### config.mk
export PLATFORM = sky130hd
export DESIGN_NAME = lag_window_param
export DESIGN_NICKNAME = d
export VERILOG_FILES = /design/src/rtl/lag_window_param.sv
export SDC_FILE = /design/constraint.sdc
export NUM_CORES = 2
export LEC_CHECK = 0
export CAP_MARGIN = 5
export CORE_AREA = 2 2 307 309
export DETAILED_ROUTE_END_ITERATION = 10
export DIE_AREA = 0 0 309 311
export GPL_TIMING_DRIVEN = 0
export PLACE_DENSITY = 0.68
export SYNTH_ARGS = -nofsm -noshare
export SYNTH_HDL_FRONTEND = slang
export SYNTH_SLANG_ARGS = --single-unit
### constraint.sdc
create_clock -name clk -period 14.15 [get_ports clk]
set_input_delay 1.415 -clock clk [delete_from_list [all_inputs] [get_ports clk]]
set_output_delay 1.415 -clock clk [all_outputs]
set_load 0.01 [all_outputs]
### src/rtl/lag_window_param.sv
`default_nettype none
//----------------------------------------------------------------------------
// Module   : lag_window_param
// Purpose  : Lag-windows r[1..ORDER] in memory using G.729 Mpy_32/L_Extract.
//            Define LAG_WINDOW_SAT_FLAG_EN to add the sticky satFlag output.
// Revision : 1.0  initial release
//----------------------------------------------------------------------------
module lag_window_param #(
  parameter int ORDER  = 10,
  parameter int ADDR_W = 11
) (
  input  logic              clk,
  input  logic              reset,
  input  logic              start,
  input  logic [ADDR_W-1:0] srcBase,
  input  logic [ADDR_W-1:0] dstBase,
  output logic [ADDR_W-1:0] memReadAddr,
  input  logic [31:0]       memIn,
  output logic [ADDR_W-1:0] coefAddr,
  input  logic [31:0]       coefIn,
  output logic              memWrite,
  output logic [ADDR_W-1:0] memWriteAddr,
  output logic [31:0]       memOut,
  output logic              busy,
  output logic              done
`ifdef LAG_WINDOW_SAT_FLAG_EN
  ,
  output logic              satFlag
`endif
);

  typedef enum logic [2:0] {
    IDLE = 3'd0,
    RD   = 3'd1,
    WT   = 3'd2,
    M1   = 3'd3,
    M2   = 3'd4,
    WR   = 3'd5,
    FIN  = 3'd6
  } state_t;

  localparam logic [ADDR_W-1:0] C_ORDER = ADDR_W'(ORDER);
  localparam logic [ADDR_W-1:0] C_ONE   = ADDR_W'(1);

  state_t            r_state;
  state_t            w_next;
  logic [ADDR_W-1:0] r_src;
  logic [ADDR_W-1:0] r_dst;
  logic [ADDR_W-1:0] r_idx;
  logic [31:0]       r_mem;
  logic [31:0]       r_coef;
  logic [31:0]       r_acc;
  logic [31:0]       w_prod;
  logic [31:0]       w_sum1;
  logic [31:0]       w_sum2;
  logic [15:0]       w_cross1;
  logic [15:0]       w_cross2;
  logic              w_prodOv;
  logic              w_cross1Ov;
  logic              w_cross2Ov;
  logic              w_sum1Ov;
  logic              w_sum2Ov;
  logic              w_unusedBits;

  // L_mult: doubled 16x16 product; only -1.0 * -1.0 overflows
  function automatic logic [32:0] lMult(input logic signed [15:0] a, input logic signed [15:0] b);
    logic signed [31:0] p;
    p = 32'(a) * 32'(b);
    if (p == 32'sh4000_0000) lMult = {1'b1, 32'h7FFF_FFFF};
    else                     lMult = {1'b0, p[30:0], 1'b0};
  endfunction

  function automatic logic [16:0] mult16(input logic signed [15:0] a, input logic signed [15:0] b);
    logic signed [31:0] p;
    p = 32'(a) * 32'(b);
    if (p == 32'sh4000_0000) mult16 = {1'b1, 16'h7FFF};
    else                     mult16 = {1'b0, p[30:15]};
  endfunction

  function automatic logic [32:0] lAdd(input logic [31:0] a, input logic [31:0] b);
    logic [32:0] s;
    s = {a[31], a} + {b[31], b};
    if (s[32] != s[31]) lAdd = {1'b1, (s[32] ? 32'h8000_0000 : 32'h7FFF_FFFF)};
    else                lAdd = {1'b0, s[31:0]};
  endfunction

  always_comb begin
    {w_prodOv, w_prod}     = lMult(r_mem[31:16], r_coef[31:16]);
    {w_cross1Ov, w_cross1} = mult16(r_mem[31:16], r_coef[15:0]);
    {w_cross2Ov, w_cross2} = mult16(r_mem[15:0], r_coef[31:16]);
    {w_sum1Ov, w_sum1}     = lAdd(r_acc, {{15{w_cross1[15]}}, w_cross1, 1'b0});
    {w_sum2Ov, w_sum2}     = lAdd(w_sum1, {{15{w_cross2[15]}}, w_cross2, 1'b0});
  end

  always_ff @(posedge clk or negedge reset) begin
    if (!reset) r_state <= IDLE;
    else        r_state <= w_next;
  end

  always_comb begin
    w_next = r_state;
    busy   = 1'b1;
    done   = 1'b0;
    case (r_state)
      IDLE: begin
        busy = 1'b0;
        if (start) w_next = RD;
      end
      RD:      w_next = WT;
      WT:      w_next = M1;
      M1:      w_next = M2;
      M2:      w_next = WR;
      WR:      w_next = (r_idx < C_ORDER) ? RD : FIN;
      FIN: begin
        done   = 1'b1;
        w_next = IDLE;
      end
      default: w_next = IDLE;
    endcase
  end

`ifdef LAG_WINDOW_SAT_FLAG_EN
  logic r_sat;
  assign satFlag      = r_sat;
  assign w_unusedBits = w_sum2[0];
`else
  assign w_unusedBits = ^{w_sum2[0], w_prodOv, w_cross1Ov, w_cross2Ov, w_sum1Ov, w_sum2Ov};
`endif

  // Addresses are loaded on entry to RD so they are valid throughout RD
  always_ff @(posedge clk or negedge reset) begin
    if (!reset) begin
      r_src        <= '0;
      r_dst        <= '0;
      r_idx        <= '0;
      r_mem        <= '0;
      r_coef       <= '0;
      r_acc        <= '0;
      memReadAddr  <= '0;
      coefAddr     <= '0;
      memWrite     <= 1'b0;
      memWriteAddr <= '0;
      memOut       <= '0;
`ifdef LAG_WINDOW_SAT_FLAG_EN
      r_sat        <= 1'b0;
`endif
    end else begin
      case (r_state)
        IDLE: if (start) begin
          r_src       <= srcBase;
          r_dst       <= dstBase;
          r_idx       <= C_ONE;
          memReadAddr <= srcBase + C_ONE;
          coefAddr    <= '0;
`ifdef LAG_WINDOW_SAT_FLAG_EN
          r_sat       <= 1'b0;
`endif
        end
        WT: begin
          r_mem  <= memIn;
          r_coef <= coefIn;
        end
        M1: begin
          r_acc <= w_prod;
`ifdef LAG_WINDOW_SAT_FLAG_EN
          if (w_prodOv) r_sat <= 1'b1;
`endif
        end
        M2: begin
          memWrite     <= 1'b1;
          memWriteAddr <= r_dst + r_idx;
          // L_Extract: lo = (L>>1) - (hi<<15) reduces to L[15:1]
          memOut       <= {w_sum2[31:16], 1'b0, w_sum2[15:1]};
`ifdef LAG_WINDOW_SAT_FLAG_EN
          if (w_cross1Ov || w_cross2Ov || w_sum1Ov || w_sum2Ov) r_sat <= 1'b1;
`endif
        end
        WR: begin
          memWrite <= 1'b0;
          if (r_idx < C_ORDER) begin
            r_idx       <= r_idx + C_ONE;
            memReadAddr <= r_src + r_idx + C_ONE;
            coefAddr    <= r_idx;
          end
        end
        default: ;
      endcase
    end
  end

endmodule
`default_nettype wire

# Word-level counts from Yosys, hierarchy flattened
# Cells that the tools add are included.
word_totals:
  ff_bits: 197
  in_bits: 89
  output_inout_bits: 68
  elab_cells: 63
classes:
  add_sub_neg: 7
  multipliers: 3
  magnitude_cmp: 1
  eq_ne: 13
  muxes: 22
  reduce_logical: 5
op_table:
  columns: ["operator", "count"]
  rows:
  - ["$mux 32", 5]
  - ["$eq 32x32->1 const B", 3]
  - ["$mul 16x16->32", 3]
  - ["$add 32x17->33", 2]
  - ["$mux 11", 6]
  - ["$pmux 11 s2", 3]
  - ["$add 11x1->11 const B", 3]
  - ["$mux 16", 2]
  - ["$add 11x11->11", 2]
  - ["$pmux 3 s6", 1]
  - ["$lt 11x4->1 const B", 1]
  - ["$eq 3x3->1 const B", 3]
  - ["$eq 3x2->1 const B", 2]
  - ["$mux 3", 2]
  - ["$ne 2x2->1 const B", 2]
  - ["$reduce_bool 2->1", 2]
  - ["$eq 3x1->1 const B", 1]
  - ["$logic_not 3->1", 1]
  - ["$reduce_and 3->1", 1]
  - ["$mux 1", 2]
  - ["$ne 1x1->1", 2]
  - ["$pmux 1 s2", 1]
  - ["$reduce_and 2->1", 1]

# Longest topological paths before layout
logic_depth:
  word_depth: 9
  mapped_depth: 60
  mapped_depth_nobuf: 54

# Worst setup path before layout
# No wires, ideal clock.
synth_timing:
  path_type: "register to register"
  startpoint: "register r_coef[1]"
  endpoint: "register memOut[3]"
  setup_ns: 0.083
  arrival_ns: 12.685
  required_ns: 14.067
  path_slack_ns: 1.382
  path_stages_with_launch: 56
  path_buffers: 4
  period_less_slack_ns: 12.768
  path_cell_list: "dfrtp_1 clkbuf_1 nand2_1 inv_1 fa_1 fa_1 fa_1 fa_1 fa_1 inv_1 fa_1 inv_1 ha_1 a21oi_1 o21ai_0 nor2b_1 nor3_1 a21oi_1 (+20 left out) buf_6 o21ai_1 ha_1 fa_1 a21o_1 a21oi_1 o21bai_1 a31oi_1 nand2b_1 a21oi_1 a211oi_1 nor3_1 a21oi_1 mux2i_1 a31oi_1 clkbuf_1 nor2_1 o21ai_0"
synth_between:
  elab_chain_len: 9
  elab_cells_between_ends: 11
  cone_classes: "2 x add/sub; 1 x mul; 3 x eq/ne; 5 x mux"
synth_lines:
  columns: ["element", "line", "source"]
  rows:
  - ["start: declaration", "51", "logic [31:0] r_coef;"]
  - ["start signal: assignment", "161", "r_coef <= coefIn;"]
  - ["$mul 16x16->32 *", "75", "p = 32'(a) * 32'(b);"]
  - ["$eq 32x32->1", "76", "if (p == 32'sh4000_0000) mult16 = {1'b1, 16'h7FFF};"]
  - ["$mux 16 *", "76", null]
  - ["$add 32x17->33 *", "82", "s = {a[31], a} + {b[31], b};"]
  - ["$mux 32 or $ne 1x1->1 (tied branches)", "83", "if (s[32] != s[31]) lAdd = {1'b1, (s[32] ? 32'h8000_0000 : 32'h7FFF_FFFF)};"]
  - ["$mux 32 *", "83", null]
  - ["$add 32x17->33 *", "82", null]
  - ["$mux 32 or $ne 1x1->1 (tied branches)", "83", null]
  - ["$mux 32 *", "83", null]
  - ["end signal: assignment", "173", "memOut <= {w_sum2[31:16], 1'b0, w_sum2[15:1]};"]
  - ["end: declaration", "23", "output logic [31:0] memOut,"]
# Every way passes the cells marked *; elsewhere a longest branch is shown, timed or not.
# A chain may end at the register's enable or synchronous reset.

# Final worst setup path
layout_timing:
  startpoint: "register r_coef[2]"
  endpoint: "register memOut[22]"
# The elaborated chain is that of the path after synthesis.

==> impl_metrics.env <==
export IMPL_ys_seq_area_frac=0.119
export IMPL_drt_initial_drc_count=2602
export IMPL_die_height_microns=311
export IMPL_vias=32366
export IMPL_crit_top_cell="fa_1"
export IMPL_wl_mm=122
export IMPL_grt_max_degree=104
export IMPL_maxCapViolCount=0
export IMPL_cts_tree="yes"
export IMPL_grt_antenna_before_repair=4
export IMPL_avgSynthCellArea_sq_um=9.05
export IMPL_routed_via_density=5.37
export IMPL_seqCellArea_sq_mm=0.00491
export IMPL_yosysWarnings=0
export IMPL_utilization=0.491
export IMPL_regToRegSetupSlack_ns=0.65
export IMPL_cp_arrival_ns=13.92
export IMPL_drive_above_1_share=0.0516
export IMPL_grt_pass1_wl_mm=193
export IMPL_status="finished, final reports clean"
export IMPL_path_clk_slew_ns=0.13
export IMPL_syn_nets=5768
export IMPL_floorplan_initialDensity=0.446
export IMPL_insertion_delay_ns=0.56
export IMPL_multi_input_area_sq_mm=0.0326
export IMPL_ff2ff_path_depth=56
export IMPL_yosysUniqueCellTypes=78
export IMPL_die_area_sq_mm=0.0961
export IMPL_syn_area_sq_mm=0.0414
export IMPL_ios=157
export IMPL_final_hold_violation_count=0
export IMPL_syn_to_final_growth_pct=10.1
export IMPL_layout_common_cells="inv_1, fa_1, nand2_1, and2_1, ha_1"
export IMPL_clock_root_buffer="clkbuf_16"
export IMPL_place_gp_congestion=0.996
export IMPL_endpoint_kind="flip-flop"
export IMPL_slew_violations=0
export IMPL_period_minus_slack_ns=13.50
export IMPL_setup_worst_path_class="reg2reg"
export IMPL_port_buffers=155
export IMPL_critPathSlowestCell="fa_2"
export IMPL_final_common_cell="inv_1"
export IMPL_whs_path_depth=1
export IMPL_max_freq_mhz=74.1
export IMPL_core_sq_mm=0.0928
export IMPL_first_global_vias=34303
export IMPL_clock_path_buffers=2
export IMPL_r2r_end="memOut[22]$_DFFE_PN0P_"
export IMPL_cp_endpoint="memOut[22]$_DFFE_PN0P_"
export IMPL_numCtsBuffers=17
export IMPL_drt_pass1_iter_count=6
export IMPL_tightest_slew_ns=1.02
export IMPL_cpPeakStageDelay_ns=0.68
export IMPL_antenna_left=0
export IMPL_grt_use_total=0.264
export IMPL_slew_headroom=0.322
export IMPL_worstSetupStartpoint="r_coef[2]$_DFFE_PN0P_"
export IMPL_finalCritPeriodShare=0.954
export IMPL_hpwl_mm=101
export IMPL_setup_viol=0
export IMPL_skew_ns=0.0449
export IMPL_postCtsHoldBufs=0
export IMPL_synthArstFlopShare=1.00
export IMPL_nets=5955
export IMPL_routedWlPerCell_microns=20.2
export IMPL_synth_edf_count=0
export IMPL_worst_ep_required_time_ns=14.56
export IMPL_crit_fanout=10
export IMPL_synthCells=4570
export IMPL_synth_flop_cell="dfrtp_1"
export IMPL_fp_dieW_microns=309
export IMPL_drcViolationCount=0
export IMPL_regToRegStartpoint="r_coef[2]$_DFFE_PN0P_"
export IMPL_cp_start_kind="flip-flop"
export IMPL_final_fill_count=8898
export IMPL_cts_htree_levels=4
export IMPL_placementRows=112
export IMPL_cts_sinks=196
export IMPL_grt_remaining_overflow=0
export IMPL_ys_seq_elements=196
export IMPL_hp_class="reg2reg"
==> logic make-up (layout without fill, tap and decap cells) <==
group	count (synthesis)	in the layout	synth area share
AND/OR/NAND/NOR	1388	1388	0.161
adder cells (fa/ha/maj)	1109	1109	0.479
buffers and inverters	1064	1264	0.0973
AO/OA/AOI/OAI	559	559	0.0852
flip-flops	196	196	0.119
XOR/XNOR	171	171	0.0365
multiplexers	82	82	0.0221
other	1	2	0.0000907
==> metrics by stage <==
step | setup slack [ns] | setup TNS [ns] | instances | hold WS (ns) | area (sq um)
2_1_floorplan | 1.38 | 0 | 4570 | 0.452 | 41400
3_3_place_gp | -1.40 | -40.03 | 5979 | 0.463 | 44500
3_5_place_dp | -1.62 | -46.51 | 5981 | 0.470 | 44500
4_1_cts | 0.0381 | 0 | 6018 | 0.491 | 45300
5_1_grt | -0.0495 | -0.129 | 6024 | 0.502 | 45600
6_report | 0.648 | 0 | 6025 | 0.485 | 45600
==> synth_stat cells, types with 46 or more instances <==
cell type / instances / share of area
a21o_1: 63 / 0.011
a21oi_1: 158 / 0.019
and2_1: 329 / 0.050
clkbuf_1: 184 / 0.017
dfrtp_1: 196 / 0.12
fa_1: 790 / 0.38
ha_1: 319 / 0.096
inv_1: 869 / 0.079
mux2_2: 66 / 0.018
nand2_1: 655 / 0.059
nand2b_1: 64 / 0.0097
nand3_1: 48 / 0.0058
nor2_1: 123 / 0.011
nor3_1: 46 / 0.0056
o21ai_0: 148 / 0.018
xnor2_1: 124 / 0.026
xor2_1: 46 / 0.0097
==> metal layers <==
| metal | vias to the layer above | global-route usage | wire (microns) |
|---|---|---|---|
| met5 | - | 0 | 13 |
| met4 | 2 | 0.110 | 5900 |
| met3 | 259 | 0.0554 | 10300 |
| met2 | 1279 | 0.416 | 55000 |
| met1 | 16320 | 0.352 | 50700 |
| li1 | 14506 | - | - |
==> layout make-up <==
type,count,area share
Antenna cell,1,0.0000549
Buffer,193,0.0186
Clock buffer,17,0.00934
Clock inverter,15,0.00492
Inverter,869,0.0716
Multi-Input combinational cell,3310,0.716
Sequential cell,196,0.108
Tap cell,1254,0.0344
Timing Repair Buffer,170,0.0372
==> how the worst min path moves through the flow <==
stage	start	end	slack (ns)
2_1_floorplan	r_dst[0]$_DFFE_PN0P_	r_dst[0]$_DFFE_PN0P_	0.45
3_3_place_gp	memOut[7]$_DFFE_PN0P_	memOut[7]$_DFFE_PN0P_	0.46
3_5_place_dp	memWriteAddr[7]$_DFFE_PN0P_	memWriteAddr[7]$_DFFE_PN0P_	0.47
4_1_cts	memOut[9]$_DFFE_PN0P_	memOut[9]$_DFFE_PN0P_	0.49
5_1_grt	coefAddr[4]$_DFFE_PN0P_	coefAddr[4]$_DFFE_PN0P_	0.50
6_report	coefAddr[9]$_DFFE_PN0P_	coefAddr[9]$_DFFE_PN0P_	0.49
==> state kept, by name, summed over array words and instances (netlist names) <==
register and cells:
r_mem 32, coefAddr 11, r_state 3, memOut 31, r_idx 11, r_src 11, r_coef 32, memReadAddr 11
r_dst 11, memWrite 1, memWriteAddr 11, r_acc 31
==> critical path: cells and delay by family, from the launching register on <==
| kind | cells | cell delay [ns] |
|---|---|---|
| fa+ha+maj | 11 | 4.83 |
| compound gates | 22 | 3.83 |
| simple gates | 13 | 2.34 |
| buf+inv | 8 | 1.21 |
| mux | 2 | 0.60 |
| flops | 1 | 0.51 |
==> repair_timing <==
item / in CTS / in global routing
buffers inserted: 5 / 8
pin swaps: 4 / 10
setup endpoints to repair: 31 / 31
gates resized for setup: 38 / 120
Power is not shown: default switching activity piles up to over one toggle a cycle in this logic, so the estimate is an artifact.
